===== config.mk =====
export PLATFORM = sky130hd
export DESIGN_NAME = alu_driver
export DESIGN_NICKNAME = d
export VERILOG_FILES = /design/src/rtl/alu_driver.sv
export SDC_FILE = /design/constraint.sdc
export NUM_CORES = 1
export LEC_CHECK = 0
export ABC_AREA = 1
export ABC_CLOCK_PERIOD_IN_PS = 2150
export BUFFER_PORTS_ARGS = -buffer_cell sky130_fd_sc_hd__clkbuf_2
export CAP_MARGIN = 20
export CORE_MARGIN = 5
export CORE_UTILIZATION = 57
export CTS_CLUSTER_DIAMETER = 60
export DETAILED_ROUTE_END_ITERATION = 7
export PLACE_DENSITY = 0.9
export REMOVE_ABC_BUFFERS = 1
export SYNTH_ARGS = -nofsm -noshare
export SYNTH_HDL_FRONTEND = slang
export SYNTH_SLANG_ARGS = --single-unit

===== constraint.sdc =====
create_clock -name clk -period 2.15 [get_ports clk]
set_input_delay 0.43 -clock clk [delete_from_list [all_inputs] [get_ports clk]]
set_output_delay 0.43 -clock clk [all_outputs]
set_load 0.02 [all_outputs]

===== src/rtl/alu_driver.sv =====
// alu_driver
//   Front end for simple_alu. Takes a whole operation (opcode, A, B) on a
//   valid/ready command port and plays it onto the ALU's two-cycle
//   opcode_valid/data protocol: A in the first cycle, B in the second. It then
//   waits for done, captures result/overflow, and offers them on a valid/ready
//   response port. A done-timeout ends the wait if the ALU never answers, and
//   op_count counts accepted responses.
//
// Ports
//   clk           in   rising-edge clock
//   reset_n       in   asynchronous active-low reset
//   cmd_valid     in   command present
//   cmd_ready     out  command can be accepted (IDLE only)
//   cmd_opcode    in   ALU opcode
//   cmd_a, cmd_b  in   operands
//   opcode_valid  out  to ALU: operand phase active
//   opcode        out  to ALU: opcode
//   data          out  to ALU: operand bus
//   done          in   from ALU: result valid this cycle
//   result        in   from ALU: result
//   overflow      in   from ALU: overflow flag
//   rsp_valid     out  response present
//   rsp_ready     in   consumer accepts response
//   rsp_result    out  captured result (0 on timeout)
//   rsp_overflow  out  captured overflow (0 on timeout)
//   rsp_timeout   out  operation ended by timeout
//   op_count      out  completed responses, wraps at 2^16
//
// State table
//   state     | meaning
//   IDLE      | cmd_ready high, waiting for a command
//   SEND_A    | opcode_valid high, operand A on data
//   SEND_B    | opcode_valid high, operand B on data
//   WAIT_DONE | ALU bus idle, waiting for done or timeout
//   RESP      | rsp_valid high, fields held until rsp_ready

module alu_driver #(
  parameter int DATA_WIDTH = 8,
  parameter int TIMEOUT    = 16
) (
  input  logic                  clk,
  input  logic                  reset_n,
  input  logic                  cmd_valid,
  output logic                  cmd_ready,
  input  logic                  cmd_opcode,
  input  logic [DATA_WIDTH-1:0] cmd_a,
  input  logic [DATA_WIDTH-1:0] cmd_b,
  output logic                  opcode_valid,
  output logic                  opcode,
  output logic [DATA_WIDTH-1:0] data,
  input  logic                  done,
  input  logic [DATA_WIDTH-1:0] result,
  input  logic                  overflow,
  output logic                  rsp_valid,
  input  logic                  rsp_ready,
  output logic [DATA_WIDTH-1:0] rsp_result,
  output logic                  rsp_overflow,
  output logic                  rsp_timeout,
  output logic [15:0]           op_count
);

  typedef enum logic [2:0] {
    IDLE      = 3'd0,
    SEND_A    = 3'd1,
    SEND_B    = 3'd2,
    WAIT_DONE = 3'd3,
    RESP      = 3'd4
  } state_t;

  // Counter value on the last WAIT_DONE cycle: it is cleared on entry, so
  // this places rsp_valid exactly TIMEOUT cycles after WAIT_DONE begins.
  localparam logic [7:0] TMO_LAST = 8'(TIMEOUT - 1);

  state_t                state, state_nxt;
  logic [7:0]            tmo_cnt, tmo_cnt_nxt;
  logic [DATA_WIDTH-1:0] b_q, b_nxt;

  logic                  cmd_ready_nxt;
  logic                  opcode_valid_nxt;
  logic                  opcode_nxt;
  logic [DATA_WIDTH-1:0] data_nxt;
  logic                  rsp_valid_nxt;
  logic [DATA_WIDTH-1:0] rsp_result_nxt;
  logic                  rsp_overflow_nxt;
  logic                  rsp_timeout_nxt;
  logic [15:0]           op_count_nxt;

  always_ff @(posedge clk or negedge reset_n) begin
    if (!reset_n) begin
      state        <= IDLE;
      tmo_cnt      <= '0;
      b_q          <= '0;
      cmd_ready    <= 1'b1;
      opcode_valid <= 1'b0;
      opcode       <= 1'b0;
      data         <= '0;
      rsp_valid    <= 1'b0;
      rsp_result   <= '0;
      rsp_overflow <= 1'b0;
      rsp_timeout  <= 1'b0;
      op_count     <= '0;
    end else begin
      state        <= state_nxt;
      tmo_cnt      <= tmo_cnt_nxt;
      b_q          <= b_nxt;
      cmd_ready    <= cmd_ready_nxt;
      opcode_valid <= opcode_valid_nxt;
      opcode       <= opcode_nxt;
      data         <= data_nxt;
      rsp_valid    <= rsp_valid_nxt;
      rsp_result   <= rsp_result_nxt;
      rsp_overflow <= rsp_overflow_nxt;
      rsp_timeout  <= rsp_timeout_nxt;
      op_count     <= op_count_nxt;
    end
  end

  always_comb begin
    state_nxt        = state;
    tmo_cnt_nxt      = tmo_cnt;
    b_nxt            = b_q;
    cmd_ready_nxt    = cmd_ready;
    opcode_valid_nxt = opcode_valid;
    opcode_nxt       = opcode;
    data_nxt         = data;
    rsp_valid_nxt    = rsp_valid;
    rsp_result_nxt   = rsp_result;
    rsp_overflow_nxt = rsp_overflow;
    rsp_timeout_nxt  = rsp_timeout;
    op_count_nxt     = op_count;

    case (state)
      IDLE: begin
        if (cmd_valid && cmd_ready) begin
          // A goes straight onto the bus; only B needs holding for a cycle.
          b_nxt            = cmd_b;
          opcode_nxt       = cmd_opcode;
          opcode_valid_nxt = 1'b1;
          data_nxt         = cmd_a;
          cmd_ready_nxt    = 1'b0;
          state_nxt        = SEND_A;
        end
      end

      SEND_A: begin
        data_nxt  = b_q;
        state_nxt = SEND_B;
      end

      SEND_B: begin
        opcode_valid_nxt = 1'b0;
        opcode_nxt       = 1'b0;
        data_nxt         = '0;
        tmo_cnt_nxt      = '0;
        state_nxt        = WAIT_DONE;
      end

      WAIT_DONE: begin
        tmo_cnt_nxt = tmo_cnt + 8'd1;
        if (done) begin
          rsp_valid_nxt    = 1'b1;
          rsp_result_nxt   = result;
          rsp_overflow_nxt = overflow;
          rsp_timeout_nxt  = 1'b0;
          state_nxt        = RESP;
        end else if (tmo_cnt == TMO_LAST) begin
          rsp_valid_nxt    = 1'b1;
          rsp_result_nxt   = '0;
          rsp_overflow_nxt = 1'b0;
          rsp_timeout_nxt  = 1'b1;
          state_nxt        = RESP;
        end
      end

      RESP: begin
        if (rsp_ready) begin
          rsp_valid_nxt = 1'b0;
          cmd_ready_nxt = 1'b1;
          op_count_nxt  = op_count + 16'd1;
          state_nxt     = IDLE;
        end
      end

      default: begin
        state_nxt        = IDLE;
        cmd_ready_nxt    = 1'b1;
        opcode_valid_nxt = 1'b0;
        opcode_nxt       = 1'b0;
        data_nxt         = '0;
        rsp_valid_nxt    = 1'b0;
      end
    endcase
  end

endmodule

==> metrics, run 1 <==
Max VDD drop=0.000734 V; Buf/Inv on CP=1; critical path class=flop to flop; vias in the first global route=2519; final hold violation count=0; remaining antenna violation count after routing=0; Net Sw Frac=0.418; Post-synth EDFFs=0; CP most frequent cell=nand2_1; cell family with most CP delay=simple AND/OR/NAND/NOR gates; status=completed; max_slew headroom=0.760; Final Instance Area=3410 um^2; drt first pass iters=4; Iteration-0 DRC Markers=94; HP Class=input port to asynchronous set/reset pin; Post-CTS Setup Inserts=0; drt total wl=6.32 mm; Cells after Synth=347; Synth Warn #=0; Setup crit end kind=flop; hold buffers post-CTS=0; TritonCTS clock tree=built; final period utilization=0.775; Filler cells=374; min Tclk post-route=1.67 ns; Startpoint Class=flop; Seq cells post-synth=57; commonest non-fill, non-tap cell in the layout=nand2_1; Post-Syn Area=2780 um^2; Worst Max-Slew Pin Slew=0.358 ns; Seq/Total Area, Yosys=0.514; clk_skew=0.00605 ns; most frequent cells in the layout=150 x nand2_1, 68 x clkbuf_2, 56 x dfrtp_1; row cnt=25; H-Tree Level Count=3; Switch Pwr=1.86 mW; Final Max Tran Viols=0; vias=2501; synthesized area per cell=8.01 um^2; critical path peak fanout=11; layout cells sized above 1=0.252; Area growth syn-to-layout=22.8%; first-pass GRT wire length=10.9 mm; Worst path slowest cell=dfrtp_1; reg-to-reg slack, setup=0.48 ns; gr ovfl total=0; P_leak=1.81 nW; # diodes=0; CTS-repair resized insts=0; Starting Density=0.588; I/O Buffers=68; Boundary Pins=69; Worst-path clk slew=0.06 ns; initial antenna violation count=0; Total GRT Usage=0.222; power share of the clock group=0.227; CTS Root Cell=clkbuf_8; insertion delay of the later-clocked pin in the worst-skew pair=0.34 ns; sequential power share=0.385; chip height=79.8 um; Primary FF master, synth=dfrtp_1; Residual DRC=0; TritonCTS Buffers=9; Distinct cells, synth=30; CTS max path bufs=2; Core Area=4720 um^2; post-route setup TNS=0 ns; Critical Path RT=2.37 ns; fin nets=457; DP Area=3200 um^2; Power Dens Cells=1300 nW/um^2; cell breakdown of the critical path=ha_1, nand2_1, inv_1, nand2_1, o21ai_0, nand2_1, nand2_1, nand2_1; RSZ-0062 raised after global routing=false; DIE WIDTH=79.8 um; largest net degree at the start of global routing=58; Fmax=600 MHz; Avg Vias per Cell=5.04; Comb power frac=0.389; GPL Wtd Cong=0.915; WL/cell=12.8 um; max-cap viol count=0; internal power=2.59 mW; setup violators final=0; slowest stage delay, CP=0.39 ns; Arr. time, crit path=1.89 ns; CTS Sinks=57; die area=6370 um^2; detailed placer's ending HPWL=4.73 mm; ys async rst share=1.00
## worst paths after layout
path,startpoint,endpoint,cells after the start
max reg2reg,tmo_cnt[1],rsp_result[6],8
max in group asynchronous,reset_n,cmd_ready,2
min,reset_n,tmo_cnt[5],2
max,tmo_cnt[1],rsp_result[6],8
min in group clk,result[4],rsp_result[4],3
min reg2reg,opcode_valid,opcode_valid,2
## cell type report
type                    instances  area (um^2)  area share
repair buffers                 69          360       0.106
clock inverters                 1         5.00     0.00147
inverters                      32          128      0.0374
multi-input cells             255         1200       0.352
clock buffers                  15          206      0.0605
well taps                      67         83.8      0.0246
flip-flops and latches         57         1430       0.418
## cells by family (layout without fill, tap and decap cells)
family	count (synthesis)	after routing	share of synthesized area
AO/OA/AOI/OAI	32	32	0.0612
XOR/XNOR	8	8	0.0252
adder cells (fa/ha/maj)	2	2	0.00900
buffers and inverters	35	117	0.0536
flip-flops	57	57	0.514
AND/OR/NAND/NOR	213	213	0.337
## layer usage
layer | up-vias | track usage | part of all wire
li1 | 1237 | - | -
met1 | 1157 | 0.270 | 0.42
met2 | 94 | 0.370 | 0.49
met3 | 13 | 0.0485 | 0.070
met4 | 0 | 0.115 | 0.018
met5 | - | 0 | 0
## metrics by stage
stage / setup WS [ns] / hold WS, ns / power [mW] / cells / utilization
after floorplan: 0.691 / 0.134 / 2.88 / 344 / -
after global placement: 0.597 / 0.453 / 3.37 / 480 / 0.678
after detailed placement: 0.496 / 0.456 / 3.46 / 480 / 0.678
after CTS: 0.482 / 0.0998 / 4.49 / 496 / 0.723
after global routing: 0.316 / 0.121 / 4.76 / 496 / 0.723
final: 0.483 / 0.0942 / 4.44 / 496 / 0.723
## power by group through the flow
stage / combinational [mW] / sequential [mW] / clock [mW]
after global placement: 1.67 / 1.71 / 0
after global routing: 1.92 / 1.76 / 1.08
after detailed placement: 1.74 / 1.71 / 0
after CTS: 1.76 / 1.71 / 1.03
after floorplan: 0.933 / 1.94 / 0
final: 1.73 / 1.71 / 1.01
## registers in the layout, indices dropped and copies added (netlist names)
register,count
rsp_timeout,1
opcode_valid,1
tmo_cnt,8
b_q,8
rsp_valid,1
data,8
rsp_overflow,1
cmd_ready,1
state,3
rsp_result,8
op_count,16
opcode,1
## synthesized netlist by cell type, types with 2 or more instances
cell      number  area share
nor2_4         6       0.024
ha_1           2      0.0090
nor2_1        25       0.034
nand3_4        2       0.013
a21oi_1        7       0.013
inv_2          4      0.0054
o21ai_0       16       0.029
nand3_1       14       0.025
xor2_1         4       0.013
dfrtp_1       56        0.50
buf_2          2      0.0036
nand2_2        6       0.014
xnor2_1        4       0.013
nand4_1        2      0.0045
nand3b_1       3      0.0081
inv_1         26       0.035
nand2_1      150        0.20
o21ai_1        5      0.0090
nor3_1         2      0.0036
Power figures use the tool's default switching activity.
==> run 2, diff against run 1 <==
Settings changed: ABC_CLOCK_PERIOD_IN_PS 2150 to 1400, CORE_UTILIZATION 57 to 48, PLACE_DENSITY 0.9 to 0.81.
Clock period 2.15 ns to 1.4 ns, I/O delays scaled along.
==> run 2 against run 1 <==
The flow now finishes with violations (setup timing). Count of clock-buffer cells in the layout down 2. Via count up 5.0%. Highest routed layer unchanged. Clock power up 62%. Critical path type unchanged. Largest power group unchanged.
==> metrics, run 2 (synthesis gave the netlist of run 1 again) <==
RSZ-0062 raised after global routing=true; Boundary Pins=69; insertion delay of the later-clocked pin in the worst-skew pair=0.34 ns; TritonCTS Buffers=9; CTS Sinks=57; H-Tree Level Count=3; Max VDD drop=0.00115 V; vias in the first global route=2607; P_leak=1.97 nW; final period utilization=1.03; slowest stage delay, CP=0.37 ns; drt total wl=6.82 mm; max reg flops=16; Buf/Inv on CP=2; # diodes=0; Starting Density=0.499; DIE WIDTH=86.1 um; max-cap viol count=0; clk_skew=0.00673 ns; Arr. time, crit path=1.67 ns; cell breakdown of the critical path=ha_2, nand2_1, inv_2, nand2_2, o21ai_2, nand2_2, buf_2, nand2_1, nand2_1; failing checks=setup timing; critical path peak fanout=5; layout cells sized above 1=0.328; Worst path slowest cell=dfrtp_1; Iteration-0 DRC Markers=130; vias=2626; status=finished, violations left; initial antenna violation count=0; Worst-path clk slew=0.06 ns; largest net degree at the start of global routing=58; setup violators final=3; Critical Path RT=1.63 ns; Total GRT Usage=0.194; I/O Buffers=68; Avg Vias per Cell=4.95; final hold violation count=0; fin nets=487; GPL Wtd Cong=0.830; CTS max path bufs=2; Residual DRC=0; Setup crit end kind=flop; Power Dens Cells=2020 nW/um^2; Filler cells=458; drt first pass iters=4; die area=7410 um^2; final worst slack=-0.0370 ns; detailed placer's ending HPWL=4.71 mm; Startpoint Class=flop; remaining antenna violation count after routing=0; Final Max Tran Viols=0; TritonCTS clock tree=built; HP Class=input port to flop; most frequent cells in the layout=148 x nand2_1, 68 x clkbuf_2, 53 x dfrtp_1; overall power=7.54 mW; commonest non-fill, non-tap cell in the layout=nand2_1; CTS Root Cell=clkbuf_8; first-pass GRT wire length=11.4 mm; Worst Max-Slew Pin Slew=0.309 ns; register with the most flip-flops=op_count; Area growth syn-to-layout=34.3%; critical path class=flop to flop; chip height=86.1 um; worst hold slack=0.141 ns; CP most frequent cell=nand2_1; Fmax=696 MHz; min Tclk post-route=1.44 ns; Core Area=5570 um^2; max_slew headroom=0.794; WL/cell=12.9 um; row cnt=27; cell family with most CP delay=flip-flops; gr ovfl total=0
==> run 2: cell types whose count changed in the layout (fill, tap and decap cells not counted), moves of 2 or more <==
cell | previous run | this run
dfrtp_2 | 0 | 3
inv_4 | 1 | 3
nand2_4 | 1 | 3
buf_4 | 0 | 23
dfrtp_1 | 56 | 53
nor2_1 | 25 | 22
nand2_1 | 150 | 148
clkbuf_8 | 15 | 13
nor2_2 | 1 | 3
o21ai_0 | 16 | 14
buf_6 | 0 | 3
nor3_1 | 2 | 0
nor3_2 | 0 | 2
nor2_4 | 6 | 8
==> run 2: tightest hold or removal path: stages <==
cell and delay, ns:
clkbuf_2 0.07, nand2_1 0.04, nand2_1 0.05
==> run 2: per-stage QoR <==
step                      setup TNS, ns  instances  cell area (um^2)   util  setup slack, ns
after floorplan                  -0.165        344              2760      -          -0.0591
after global placement                0        503              3360  0.602           0.0407
after detailed placement        -0.0134        503              3360  0.602         -0.00735
after CTS                             0        519              3580  0.642           0.0389
after global routing             -0.894        530              3730  0.669          -0.0990
final                           -0.0864        530              3730  0.669          -0.0370
==> run 2: area by class of cell <==
type	count	area (um^2)	area share
Clock inverter	2	35.0	0.00939
Tap cell	72	90.1	0.0241
Timing Repair Buffer	98	602	0.161
Sequential cell	57	1430	0.384
Clock buffer	13	179	0.0480
Multi-Input combinational cell	256	1260	0.338
Inverter	32	133	0.0355
==> run 2: path summary, 6_finish.rpt <==
check	slack, ns	startpoint	cells past startpoint	end
max	-0.04	tmo_cnt[1]	9	rsp_result[7]
max in group asynchronous	0.64	reset_n	3	cmd_ready
min in group asynchronous	0.47	reset_n	3	tmo_cnt[4]
min reg2reg	0.47	rsp_result[4]	2	rsp_result[4]
min	0.14	result[4]	3	rsp_result[4]
max reg2reg	-0.04	tmo_cnt[1]	9	rsp_result[7]
==> run 2: layer usage <==
| layer | share of wire | routed length, um | track usage | up-vias |
|---|---|---|---|---|
| li1 | - | - | - | 1299 |
| met1 | 0.42 | 2890 | 0.239 | 1236 |
| met3 | 0.062 | 425 | 0.0451 | 15 |
| met2 | 0.49 | 3370 | 0.318 | 76 |
| met5 | 0 | 0 | 0 | - |
| met4 | 0.020 | 137 | 0.0950 | 0 |
==> run 2: timing repair <==
item,CTS,global route
hold buffers,1,0
gates resized for setup,1,24
pin swaps,0,6
setup endpoints to repair,8,41
hold endpoints to repair,56,0
cloned,0,2
setup buffers,0,9
==> run 2: report_power, final <==
group | internal [mW] | switching, mW
Clock | 1.00 | 0.637
Combinational | 1.29 | 2.04
Sequential | 2.21 | 0.359
==> run 3, diff against run 2 <==
Settings changed: PLACE_DENSITY 0.81 to 0.87.
==> run 3 against run 2 <==
The run now ends clean. Total power fell by 2.5%. Worst setup slack better by 0.064 ns. Wire length decreased by 2.8%. Utilization is 0.29 points lower. Sequential power barely moved. Die area unchanged. Critical endpoint is now rsp_result[6]. Largest power group unchanged.
==> metrics, run 3 (synthesis gave the netlist of run 1 again) <==
status=completed; Comb power frac=0.441; Boundary Pins=69; Worst-path clk slew=0.06 ns; chip height=86.1 um; Hold Startpoint=result[0]; Arr. time, crit path=1.65 ns; Hold Crit Depth=3; final worst slack=0.0271 ns; Net Sw Frac=0.404; TritonCTS Buffers=9; initial antenna violation count=0; Fmax=728 MHz; Multi-input gate area=1270 um^2; HP Class=input port to flop; power share of the clock group=0.208; Buf/Inv on CP=2; setup violators final=0; Total GRT Usage=0.192; gr ovfl total=0; drt first pass iters=4; Setup crit end kind=flop; Final Max Tran Viols=0; Worst path slowest cell=dfrtp_2; detailed placer's ending HPWL=4.65 mm; CTS max path bufs=2; register area=1430 um^2; H-Tree Level Count=3; Worst Max-Slew Pin Slew=0.377 ns; vias=2579; Residual DRC=0; slowest stage delay, CP=0.45 ns; GPL Wtd Cong=0.857; Startpoint Class=flop; die area=7410 um^2; Area growth syn-to-layout=33.7%; reg-to-reg slack, setup=0.03 ns; Core Area=5570 um^2; critical path peak fanout=6; largest net degree at the start of global routing=58; layout cells sized above 1=0.330; Filler cells=448; commonest non-fill, non-tap cell in the layout=nand2_1; critical path class=flop to flop; internal power=4.38 mW; sequential power share=0.351; RSZ-0062 raised after global routing=true; CP most frequent cell=nand2_1; Reg2Reg Capture Point=rsp_result[6]; row cnt=27; # diodes=0; final period utilization=0.981; P_leak=1.96 nW; CTS Sinks=57; drt total wl=6.63 mm; Switch Pwr=2.97 mW; cell family with most CP delay=simple AND/OR/NAND/NOR gates; DIE WIDTH=86.1 um; final hold violation count=0; fin nets=489; Hold EP=rsp_result[0]; min Tclk post-route=1.37 ns; overall power=7.35 mW; Critical Path RT=1.67 ns; cell breakdown of the critical path=inv_2, nand2_4, nor2_4, inv_6, nor2_2, nand2_1, nand2_1; TritonCTS clock tree=built; first-pass GRT wire length=11.3 mm; Iteration-0 DRC Markers=125; max-cap viol count=0; Power Dens Cells=1980 nW/um^2; pre-CTS WS=-0.173 ns; Avg Vias per Cell=4.85; register with the most flip-flops=op_count; I/O Buffers=68; RR Startpoint=state[2]; remaining antenna violation count after routing=0; max_slew headroom=0.747; clk_skew=0.00721 ns; insertion delay of the later-clocked pin in the worst-skew pair=0.33 ns; Max VDD drop=0.00139 V; CTS Root Cell=clkbuf_8; WL/cell=12.5 um; vias in the first global route=2567; Starting Density=0.499; max reg flops=16; most frequent cells in the layout=144 x nand2_1, 68 x clkbuf_2, 54 x dfrtp_1; FF-to-FF path depth=7
[run 3: metrics by stage]
step | cell area (um^2) | std cells | hold WS [ns] | setup TNS [ns] | utilization
2_1_floorplan | 2760 | 344 | -0.0156 | -0.165 | -
3_3_place_gp | 3350 | 502 | 0.303 | -0.197 | 0.601
3_5_place_dp | 3350 | 502 | 0.312 | -1.68 | 0.601
4_1_cts | 3570 | 519 | 0.138 | 0 | 0.640
5_1_grt | 3710 | 532 | 0.148 | -0.558 | 0.666
6_report | 3710 | 532 | 0.146 | 0 | 0.666
[run 3: power groups by stage]
stage               Clock (mW)  Combinational [mW]  Sequential [mW]
floorplan                    0                1.43             2.99
global placement             0                2.88             2.55
detailed placement           0                2.96             2.58
CTS                       1.56                3.00             2.56
global route              1.65                3.62             2.63
finish                    1.53                3.24             2.58
[run 3: tightest hold or removal path, stage by stage]
cell and delay [ns]:
clkbuf_2 0.07, nand2_1 0.04, nand2_1 0.05
[run 3: timing repair]
action	in CTS	in global routing
hold buffers	1	0
pin swaps	2	8
buffers inserted	0	12
endpoints found under the setup margin	11	33
endpoints found under the hold margin	56	0
gates resized for setup	5	17
cloned	1	1
[run 3: per-layer routing]
layer	up-vias	part of all wire	GRT usage
met1	1193	0.43	0.247
li1	1310	-	-
met4	0	0.020	0.0892
met3	10	0.057	0.0413
met2	66	0.49	0.307
met5	-	0	0
[run 3: worst max-delay path by stage]
stage                start            end  cells after the start
2_1_floorplan  op_count[0]   op_count[10]                      8
3_3_place_gp    tmo_cnt[0]   rsp_overflow                      8
3_5_place_dp    tmo_cnt[1]  rsp_result[7]                      8
4_1_cts           state[1]   op_count[11]                      8
5_1_grt           state[2]         opcode                      9
6_report          state[2]  rsp_result[6]                      7
[run 3: area by class of cell]
type	count	area share
Sequential cell	57	0.385
Inverter	32	0.0350
Tap cell	72	0.0243
Clock inverter	3	0.0108
Timing Repair Buffer	99	0.162
Clock buffer	12	0.0418
Multi-Input combinational cell	257	0.342
